$ cat src/rtl/brush_stamper.sv
// Square brush stamper: writes a clipped (2S+1)x(2S+1) block, or the whole screen,
// into a palette-index frame buffer in raster order, one pixel per non-held cycle.
module brush_stamper #(
  parameter int unsigned H_RES = 640,
  parameter int unsigned V_RES = 480
) (
  input  logic        iVGA_CLK,
  input  logic        iRST,
  input  logic        iCMD_VALID,
  output logic        oCMD_READY,
  input  logic        iCLEAR,
  input  logic [9:0]  iX,
  input  logic [8:0]  iY,
  input  logic [3:0]  iSIZE,
  input  logic [7:0]  iCOLOR,
  input  logic        iHOLD,
  output logic        oWREN,
  output logic [18:0] oADDR,
  output logic [7:0]  oDATA,
  output logic        oBUSY,
  output logic        oDONE
);

  localparam logic [9:0]  XMax   = 10'(H_RES - 1);
  localparam logic [8:0]  YMax   = 9'(V_RES - 1);
  localparam logic [18:0] RowInc = 19'(H_RES);

  typedef enum logic [1:0] {StIdle, StSetup, StFill, StDone} state_t;

  state_t      r_state;
  logic        r_ready, r_fill, r_busy, r_done, r_clr;
  logic [9:0]  r_x, r_x0, r_x1, r_cx;
  logic [8:0]  r_y, r_y1, r_cy;
  logic [3:0]  r_s;
  logic [7:0]  r_data;
  logic [18:0] r_addr, r_row;

  logic [10:0] w_xe;
  logic [9:0]  w_ye;
  logic [9:0]  w_x0, w_x1;
  logic [8:0]  w_y0, w_y1;
  logic        w_oob;
  logic [18:0] w_row0;

  // Bounds are computed in widened arithmetic so neither edge can wrap.
  always_comb begin
    w_xe   = {1'b0, r_x} + 11'(r_s);
    w_ye   = {1'b0, r_y} + 10'(r_s);
    w_x0   = (10'(r_s) > r_x) ? 10'd0 : r_x - 10'(r_s);
    w_y0   = (9'(r_s) > r_y) ? 9'd0 : r_y - 9'(r_s);
    w_x1   = (w_xe > {1'b0, XMax}) ? XMax : w_xe[9:0];
    w_y1   = (w_ye > {1'b0, YMax}) ? YMax : w_ye[8:0];
    w_oob  = ({1'b0, r_x} >= 11'(H_RES)) || ({1'b0, r_y} >= 10'(V_RES));
    if (r_clr) begin
      w_x0  = 10'd0;
      w_x1  = XMax;
      w_y0  = 9'd0;
      w_y1  = YMax;
      w_oob = 1'b0;
    end
    // Row base multiply happens once per command, never per pixel.
    w_row0 = 19'(w_y0) * RowInc;
  end

  always_ff @(posedge iVGA_CLK) begin
    if (iRST) begin
      r_state <= StIdle;
      r_ready <= 1'b0;
      r_fill  <= 1'b0;
      r_busy  <= 1'b0;
      r_done  <= 1'b0;
      r_clr   <= 1'b0;
      r_data  <= 8'd0;
      r_addr  <= 19'd0;
      r_row   <= 19'd0;
      r_x     <= 10'd0;
      r_y     <= 9'd0;
      r_s     <= 4'd0;
      r_x0    <= 10'd0;
      r_x1    <= 10'd0;
      r_y1    <= 9'd0;
      r_cx    <= 10'd0;
      r_cy    <= 9'd0;
    end else begin
      unique case (r_state)
        StIdle: begin
          r_done <= 1'b0;
          if (r_ready && iCMD_VALID) begin
            r_x     <= iX;
            r_y     <= iY;
            r_s     <= iSIZE;
            r_clr   <= iCLEAR;
            r_data  <= iCOLOR;
            r_ready <= 1'b0;
            r_busy  <= 1'b1;
            r_state <= StSetup;
          end else begin
            r_ready <= 1'b1;
          end
        end
        StSetup: begin
          if (w_oob) begin
            r_done  <= 1'b1;
            r_state <= StDone;
          end else begin
            r_x0    <= w_x0;
            r_x1    <= w_x1;
            r_y1    <= w_y1;
            r_cx    <= w_x0;
            r_cy    <= w_y0;
            r_row   <= w_row0;
            r_addr  <= w_row0 + 19'(w_x0);
            r_fill  <= 1'b1;
            r_state <= StFill;
          end
        end
        StFill: begin
          if (!iHOLD) begin
            if (r_cx == r_x1) begin
              if (r_cy == r_y1) begin
                r_fill  <= 1'b0;
                r_done  <= 1'b1;
                r_state <= StDone;
              end else begin
                r_cx   <= r_x0;
                r_cy   <= r_cy + 9'd1;
                r_row  <= r_row + RowInc;
                r_addr <= r_row + RowInc + 19'(r_x0);
              end
            end else begin
              r_cx   <= r_cx + 10'd1;
              r_addr <= r_addr + 19'd1;
            end
          end
        end
        StDone: begin
          r_done  <= 1'b0;
          r_busy  <= 1'b0;
          r_ready <= 1'b1;
          r_state <= StIdle;
        end
        default: r_state <= StIdle;
      endcase
    end
  end

  // Hold gates the write immediately; position only advances on unheld cycles.
  assign oWREN      = r_fill && !iHOLD;
  assign oADDR      = r_addr;
  assign oDATA      = r_data;
  assign oBUSY      = r_busy;
  assign oDONE      = r_done;
  assign oCMD_READY = r_ready;

endmodule
$ cat config.mk
export PLATFORM = sky130hd
export DESIGN_NAME = brush_stamper
export DESIGN_NICKNAME = d
export VERILOG_FILES = /design/src/rtl/brush_stamper.sv
export SDC_FILE = /design/constraint.sdc
export NUM_CORES = 1
export LEC_CHECK = 0
export ABC_AREA = 1
export CAP_MARGIN = 25
export CORE_MARGIN = 2
export CORE_UTILIZATION = 62
export DETAILED_ROUTE_END_ITERATION = 8
export GPL_ROUTABILITY_DRIVEN = 0
export MAX_ROUTING_LAYER = met4
export PLACE_DENSITY = 0.84
export SLEW_MARGIN = 20
export SYNTH_ARGS = -nofsm -noshare
export SYNTH_HDL_FRONTEND = slang
export SYNTH_SLANG_ARGS = --single-unit
$ cat constraint.sdc
create_clock -name iVGA_CLK -period 5.8 [get_ports iVGA_CLK]
set_input_delay 0.58 -clock iVGA_CLK [delete_from_list [all_inputs] [get_ports iVGA_CLK]]
set_output_delay 0.58 -clock iVGA_CLK [all_outputs]
set_load 0.03 [all_outputs]
## Yosys cells after proc, flatten, opt, wreduce, memory -nomap -nowiden

Index checks and enable logic that the tools add are counted.

| operators by class | value |
|---|---|
| add/subtract/negate cells | 10 |
| multiply operators | 1 |
| magnitude comparators | 6 |
| equality and inequality tests | 13 |
| mux-type cells | 49 |
| bitwise logic cells | 1 |
| reductions and logical operators | 16 |

Operators by type and width:

| operator | number |
|---|---|
| $mux W19 | 8 |
| $mux W10 | 8 |
| $pmux W19 S2 | 2 |
| $mux W9 | 8 |
| $add A19 B10 Y19 | 2 |
| $pmux W10 S2 | 1 |
| $add A19 B1 Y19 const B | 1 |
| $add A19 B10 Y19 const B | 1 |
| $pmux W9 S2 | 1 |
| $ne A2 B2 Y1 const B | 7 |
| $mul A9 B3 Y12 const B | 1 |
| $mux W1 | 12 |
| $reduce_and A4 Y1 | 3 |
| $add A10 B4 Y11 | 1 |
| $gt A11 B10 Y1 const B | 1 |
| $add A10 B1 Y10 const B | 1 |
| $add A9 B4 Y10 | 1 |
| $eq A10 B10 Y1 | 1 |
| $ge A10 B10 Y1 const B | 1 |
| $gt A10 B9 Y1 const B | 1 |
| $gt A4 B10 Y1 | 1 |
| $reduce_and A5 Y1 | 2 |
| $sub A10 B4 Y10 | 1 |
| $add A9 B1 Y9 const B | 1 |
| other kinds (19) | 29 |

| storage, ports and cells | value |
|---|---|
| bits in registers | 124 |
| bits of input ports | 36 |

## Longest topological paths before layout

| depth | value |
|---|---|
| depth after elaboration | 7 |
| gate-level depth with buffers | 28 |
| gate-level depth less buffers | 27 |

## Least setup slack after synthesis

No wires, ideal clock.

| timing path | value |
|---|---|
| path type | register to register |
| start point | register r_s[3] |
| end point | register r_addr[17] (netlist: oADDR[17]) |
| arrival time | 3540 ps |
| required time | 5680 ps |
| slack | 2140 ps |
| stages on the path, launching flop included | 26 |
| path buffers | 0 |
| cell sequence | dfxtp_1 > inv_1 > ha_1 > inv_1 > nor2_1 > nand4_1 > nand3_1 > nand2_2 > nor3b_1 > ha_1 > ha_1 > fa_1 > nand2_1 > inv_1 > nor2_1 > nand2_1 > nor2_1 > nand3_1 > nor2_1 > nand3_1 > inv_1 > nand2_1 > nand3_1 > nand2_1 > inv_1 > a21oi_1 |

| between the ends | value |
|---|---|
| cells in the longest elaborated chain, start to end | 7 |

RTL lines:

| item | RTL line | text |
|---|---|---|
| start, declared | 34 | `logic [3:0] r_s;` |
| start signal, assigned | 91 | `r_s <= iSIZE;` |
| $sub A9 B4 Y9 or $gt A4 B9 Y1 (tied branches) | 50 | `w_y0 = (9'(r_s) > r_y) ? 9'd0 : r_y - 9'(r_s);` |
| $mux W9 | 50 |  |
| $mux W9 | 54 | `if (r_clr) begin` |
| $mul A9 B3 Y12 | 62 | `w_row0 = 19'(w_y0) * RowInc;` |
| $add A19 B10 Y19 (*) | 112 | `r_addr <= w_row0 + 19'(w_x0);` |
| $mux W19 (*) | 102 | `if (w_oob) begin` |
| $pmux W19 S2 (*) | 85 | `unique case (r_state)` |
| end signal, assigned | 112 |  |
| end signal, assigned | 128 | `r_addr <= r_row + RowInc + 19'(r_x0);` |
| end signal, assigned | 132 | `r_addr <= r_addr + 19'd1;` |
| end, declared | 36 | `logic [18:0] r_addr, r_row;` |

Mark *: on every way between the ends. The rest lies on a longest branch, timed or not. The select of a mux whose other input is x is not followed.
A chain may end at the register's enable or synchronous reset.

## Worst setup path in the final report

Ends and elaborated chain as after synthesis.

==> impl_metrics.xml <==
<?xml version="1.0" encoding="UTF-8"?>
<metrics>
  <group name="global_routing">
    <metric name="grt_max_degree" unit="">51</metric>
    <metric name="first_global_vias" unit="">7981</metric>
    <metric name="antenna_found_initial" unit="">0</metric>
    <metric name="grt_busiest_layer" unit="">met2</metric>
    <metric name="grt_pass1_wl" unit="um">37800</metric>
    <metric name="grt_use_met1" unit="">0.419</metric>
    <metric name="grt.met2_usage" unit="">0.544</metric>
    <metric name="gr-total-overflow" unit="">0</metric>
    <metric name="gr-usage-met3" unit="">0.0671</metric>
    <metric name="grt_use_total" unit="">0.339</metric>
  </group>
  <group name="power">
    <metric name="irDropWorstVdd" unit="mV">0.355</metric>
    <metric name="p_total" unit="mW">5.52</metric>
    <metric name="p_leak" unit="nW">4.21</metric>
    <metric name="power.density_cell_area" unit="nW/um^2">583</metric>
  </group>
  <group name="drt">
    <metric name="wl_per_cell" unit="um">15.3</metric>
    <metric name="drt_pass1_iterations" unit="">8</metric>
    <metric name="drt_iter0_markers" unit="">771</metric>
    <metric name="drtAntennaViolNets" unit="">0</metric>
    <metric name="post_drt_via_cell_ratio" unit="">5.75</metric>
    <metric name="drc" unit="">0</metric>
    <metric name="routed-via-count" unit="">8515</metric>
    <metric name="wl" unit="um">22700</metric>
  </group>
  <group name="finish">
    <metric name="fin_area" unit="sq um">9470</metric>
    <metric name="layout.core_utilization" unit="">0.744</metric>
    <metric name="final_nets" unit="">1383</metric>
    <metric name="post_layout_nonfiller_instances" unit="">1482</metric>
    <metric name="filler_cell_count" unit="">1066</metric>
    <metric name="antenna_cells" unit="">0</metric>
    <metric name="drive_gt1_frac" unit="">0.0519</metric>
    <metric name="area_growth" unit="%">15.9</metric>
  </group>
  <group name="run">
    <metric name="maxCapViolCount" unit="">0</metric>
  </group>
  <group name="setup_path">
    <metric name="setup.worst_path.class" unit="">flop to flop</metric>
    <metric name="cp.arrival" unit="ps">4620</metric>
    <metric name="worstPathRequired" unit="ps">6120</metric>
    <metric name="startpoint_type" unit="">flop</metric>
    <metric name="worst-path-max-fanout" unit="">10</metric>
    <metric name="setup_crit_end_kind" unit="">flop</metric>
  </group>
  <group name="placement">
    <metric name="detailed_place.area" unit="sq um">8880</metric>
    <metric name="port-buffer-count" unit="">66</metric>
    <metric name="dp_hpwl" unit="um">16000</metric>
    <metric name="placed_cells_incl_taps" unit="">1450</metric>
    <metric name="worst_slack_at_placement" unit="ps">1620</metric>
  </group>
  <group name="yosys">
    <metric name="yosysWarnings" unit="">0</metric>
    <metric name="synth_area_leaders" unit="">dfxtp_1 29%, nand2_1 12%, a21oi_1 7.7%</metric>
    <metric name="synth_commonest_cells" unit="">269 x nand2_1, 140 x inv_1, 126 x a21oi_1, 122 x nor2_1, 117 x dfxtp_1</metric>
    <metric name="asyncSetResetFlopFracSynth" unit="">0</metric>
    <metric name="synth_cells" unit="">1252</metric>
    <metric name="synth_enable_flop_cells" unit="">0</metric>
    <metric name="cell_variety_after_synth" unit="">49</metric>
    <metric name="mappedNetlistNets" unit="">1338</metric>
    <metric name="syn_avg_cell_area" unit="sq um">6.52</metric>
    <metric name="ys.flop_type" unit="">dfxtp_1</metric>
    <metric name="post_syn_area" unit="sq um">8170</metric>
    <metric name="synth.ff_latch_count" unit="">117</metric>
    <metric name="synth_largest_type_area_fraction" unit="">0.287</metric>
    <metric name="seq_area_frac_synth" unit="">0.287</metric>
    <metric name="leading_cell_type_by_number_of_instances_after_synthesis" unit="">nand2_1</metric>
    <metric name="synth.largest_area_cell" unit="">dfxtp_1</metric>
  </group>
  <group name="timing">
    <metric name="final_critical_path_setup_slack" unit="ps">1500</metric>
    <metric name="max_freq" unit="GHz">0.233</metric>
    <metric name="layout_worst_path_cycle_share" unit="">0.741</metric>
    <metric name="hold_violations" unit="">0</metric>
    <metric name="slew_of_the_pin_with_the_lowest_slew_margin" unit="ps">1060</metric>
    <metric name="worst_clock_skew" unit="ps">5.47</metric>
    <metric name="relSlewSlack" unit="">0.296</metric>
    <metric name="maxSlewViolCount" unit="">0</metric>
    <metric name="worst_hold_slack" unit="ps">447</metric>
    <metric name="finalCriticalPeriod" unit="ps">4300</metric>
    <metric name="rsz0062_at_grt" unit="">false</metric>
    <metric name="final.setup.tns" unit="ps">0</metric>
    <metric name="setup_viol" unit="">0</metric>
  </group>
  <group name="clock_network">
    <metric name="ctsResizeCount" unit="">0</metric>
    <metric name="cts.sinks" unit="">117</metric>
    <metric name="clkLatencyLatePin" unit="ps">430</metric>
    <metric name="clock_tree.htree_level_count" unit="">4</metric>
    <metric name="cts_tree" unit="">built</metric>
    <metric name="holdBufCountCts" unit="">0</metric>
    <metric name="clk_transition_reported_paths" unit="ps">50</metric>
    <metric name="clock_tree.root_cell" unit="">clkbuf_16</metric>
    <metric name="cts-buffers-inserted" unit="">17</metric>
    <metric name="clockBufferDepth" unit="">2</metric>
    <metric name="post_cts_buffers" unit="">0</metric>
  </group>
  <group name="die">
    <metric name="die-height" unit="um">119</metric>
    <metric name="total_number_of_placement_rows" unit="">41</metric>
    <metric name="die_area" unit="sq um">14100</metric>
    <metric name="die_w" unit="um">119</metric>
    <metric name="io_pins" unit="">67</metric>
    <metric name="core_area" unit="sq um">12700</metric>
    <metric name="initial_util" unit="">0.642</metric>
  </group>
  <group name="worst_hold_path">
    <metric name="holdCritPathClass" unit="">flop to flop</metric>
  </group>
  <group name="run_status">
    <metric name="status" unit="">finished clean</metric>
  </group>
</metrics>
cell families after synthesis:
logic type | after synthesis | share of synthesized area
buffers and inverters | 195 | 0.0937
xor gates and xnor gates | 51 | 0.0547
and+or+nand+nor | 565 | 0.302
DFF | 117 | 0.287
adders and majority gates | 50 | 0.0821
AOI/OAI and AO/OA | 274 | 0.181
final timing paths:
check	endpoint	startpoint	depth (start not counted)	slack, ps
worst max-delay path	oADDR[17]	r_s[3]	25	1500
worst min-delay path	oBUSY	oBUSY	2	450
worst max register to register	oADDR[17]	r_s[3]	25	1500
worst min register to register	oBUSY	oBUSY	2	450
worst max-delay path, cell delays in order, from the launching register on:
cell     delay [ps]
dfxtp_1         340
inv_1            80
ha_1            360
inv_1           120
nor2_1          160
nand4_1         150
nand3_1         140
nand2_2         150
nor3b_1         390
ha_1            320
ha_1            250
fa_1            420
nand2_1          90
inv_1            30
nor2_1          220
nand2_1         110
nor2_1          100
nand3_1          90
nor2_1          180
nand3_1         120
inv_1            70
nand2_1          50
nand3_1          60
nand2_1          50
inv_1            60
a21oi_1          50
cells in the final DEF (no fill, tap or decap), types with 5 or more instances in the layout:
cell type / Yosys / layout
nor2_1: 122 / 122
fa_1: 6 / 6
nand3b_1: 5 / 5
clkinv_1: 5 / 5
ha_1: 44 / 44
nand4_1: 13 / 13
xnor2_1: 16 / 16
dfxtp_1: 117 / 117
buf_4: 1 / 5
nand3_1: 99 / 99
nor3_1: 29 / 29
o22ai_1: 7 / 7
a21oi_1: 126 / 126
xor2_1: 35 / 35
nand2_1: 269 / 269
o211ai_1: 7 / 7
o21ai_0: 112 / 112
clkdlybuf4s50_1: 0 / 65
clkbuf_16: 0 / 17
inv_1: 140 / 140
report_power, final:
part	leakage (nW)	switching (mW)	internal, mW	total (mW)
Combinational	2.96	2.13	1.07	3.20
Clock	0.291	0.387	0.695	1.08
Sequential	0.958	0.216	1.02	1.24
layer usage:
| metal | vias up | part of all wire |
|---|---|---|
| met1 | 3819 | 0.42 |
| met5 | - | 0 |
| met3 | 71 | 0.079 |
| li1 | 4194 | - |
| met2 | 431 | 0.46 |
| met4 | 0 | 0.034 |
registers in the layout (all words and copies together) (netlist names):
signal      cells
oADDR          19
r_row          12
r_cx           10
r_x0           10
r_x1           10
r_x            10
r_cy            9
r_y1            9
r_y             9
oDATA           8
r_s             4
r_state         2
oBUSY           1
oCMD_READY      1
oDONE           1
r_clr           1
r_fill          1
area by class of cell:
type                       instances  area [sq um]  share of cell area
timing repair buffer              71           693              0.0732
multi-input combinational        940          5060               0.534
tap                              172           215              0.0227
sequential                       117          2340               0.247
clock inverter                     9           126              0.0133
inverter                         150           566              0.0597
clock buffer                      23           468              0.0494
(Power assumes the default switching activity.)
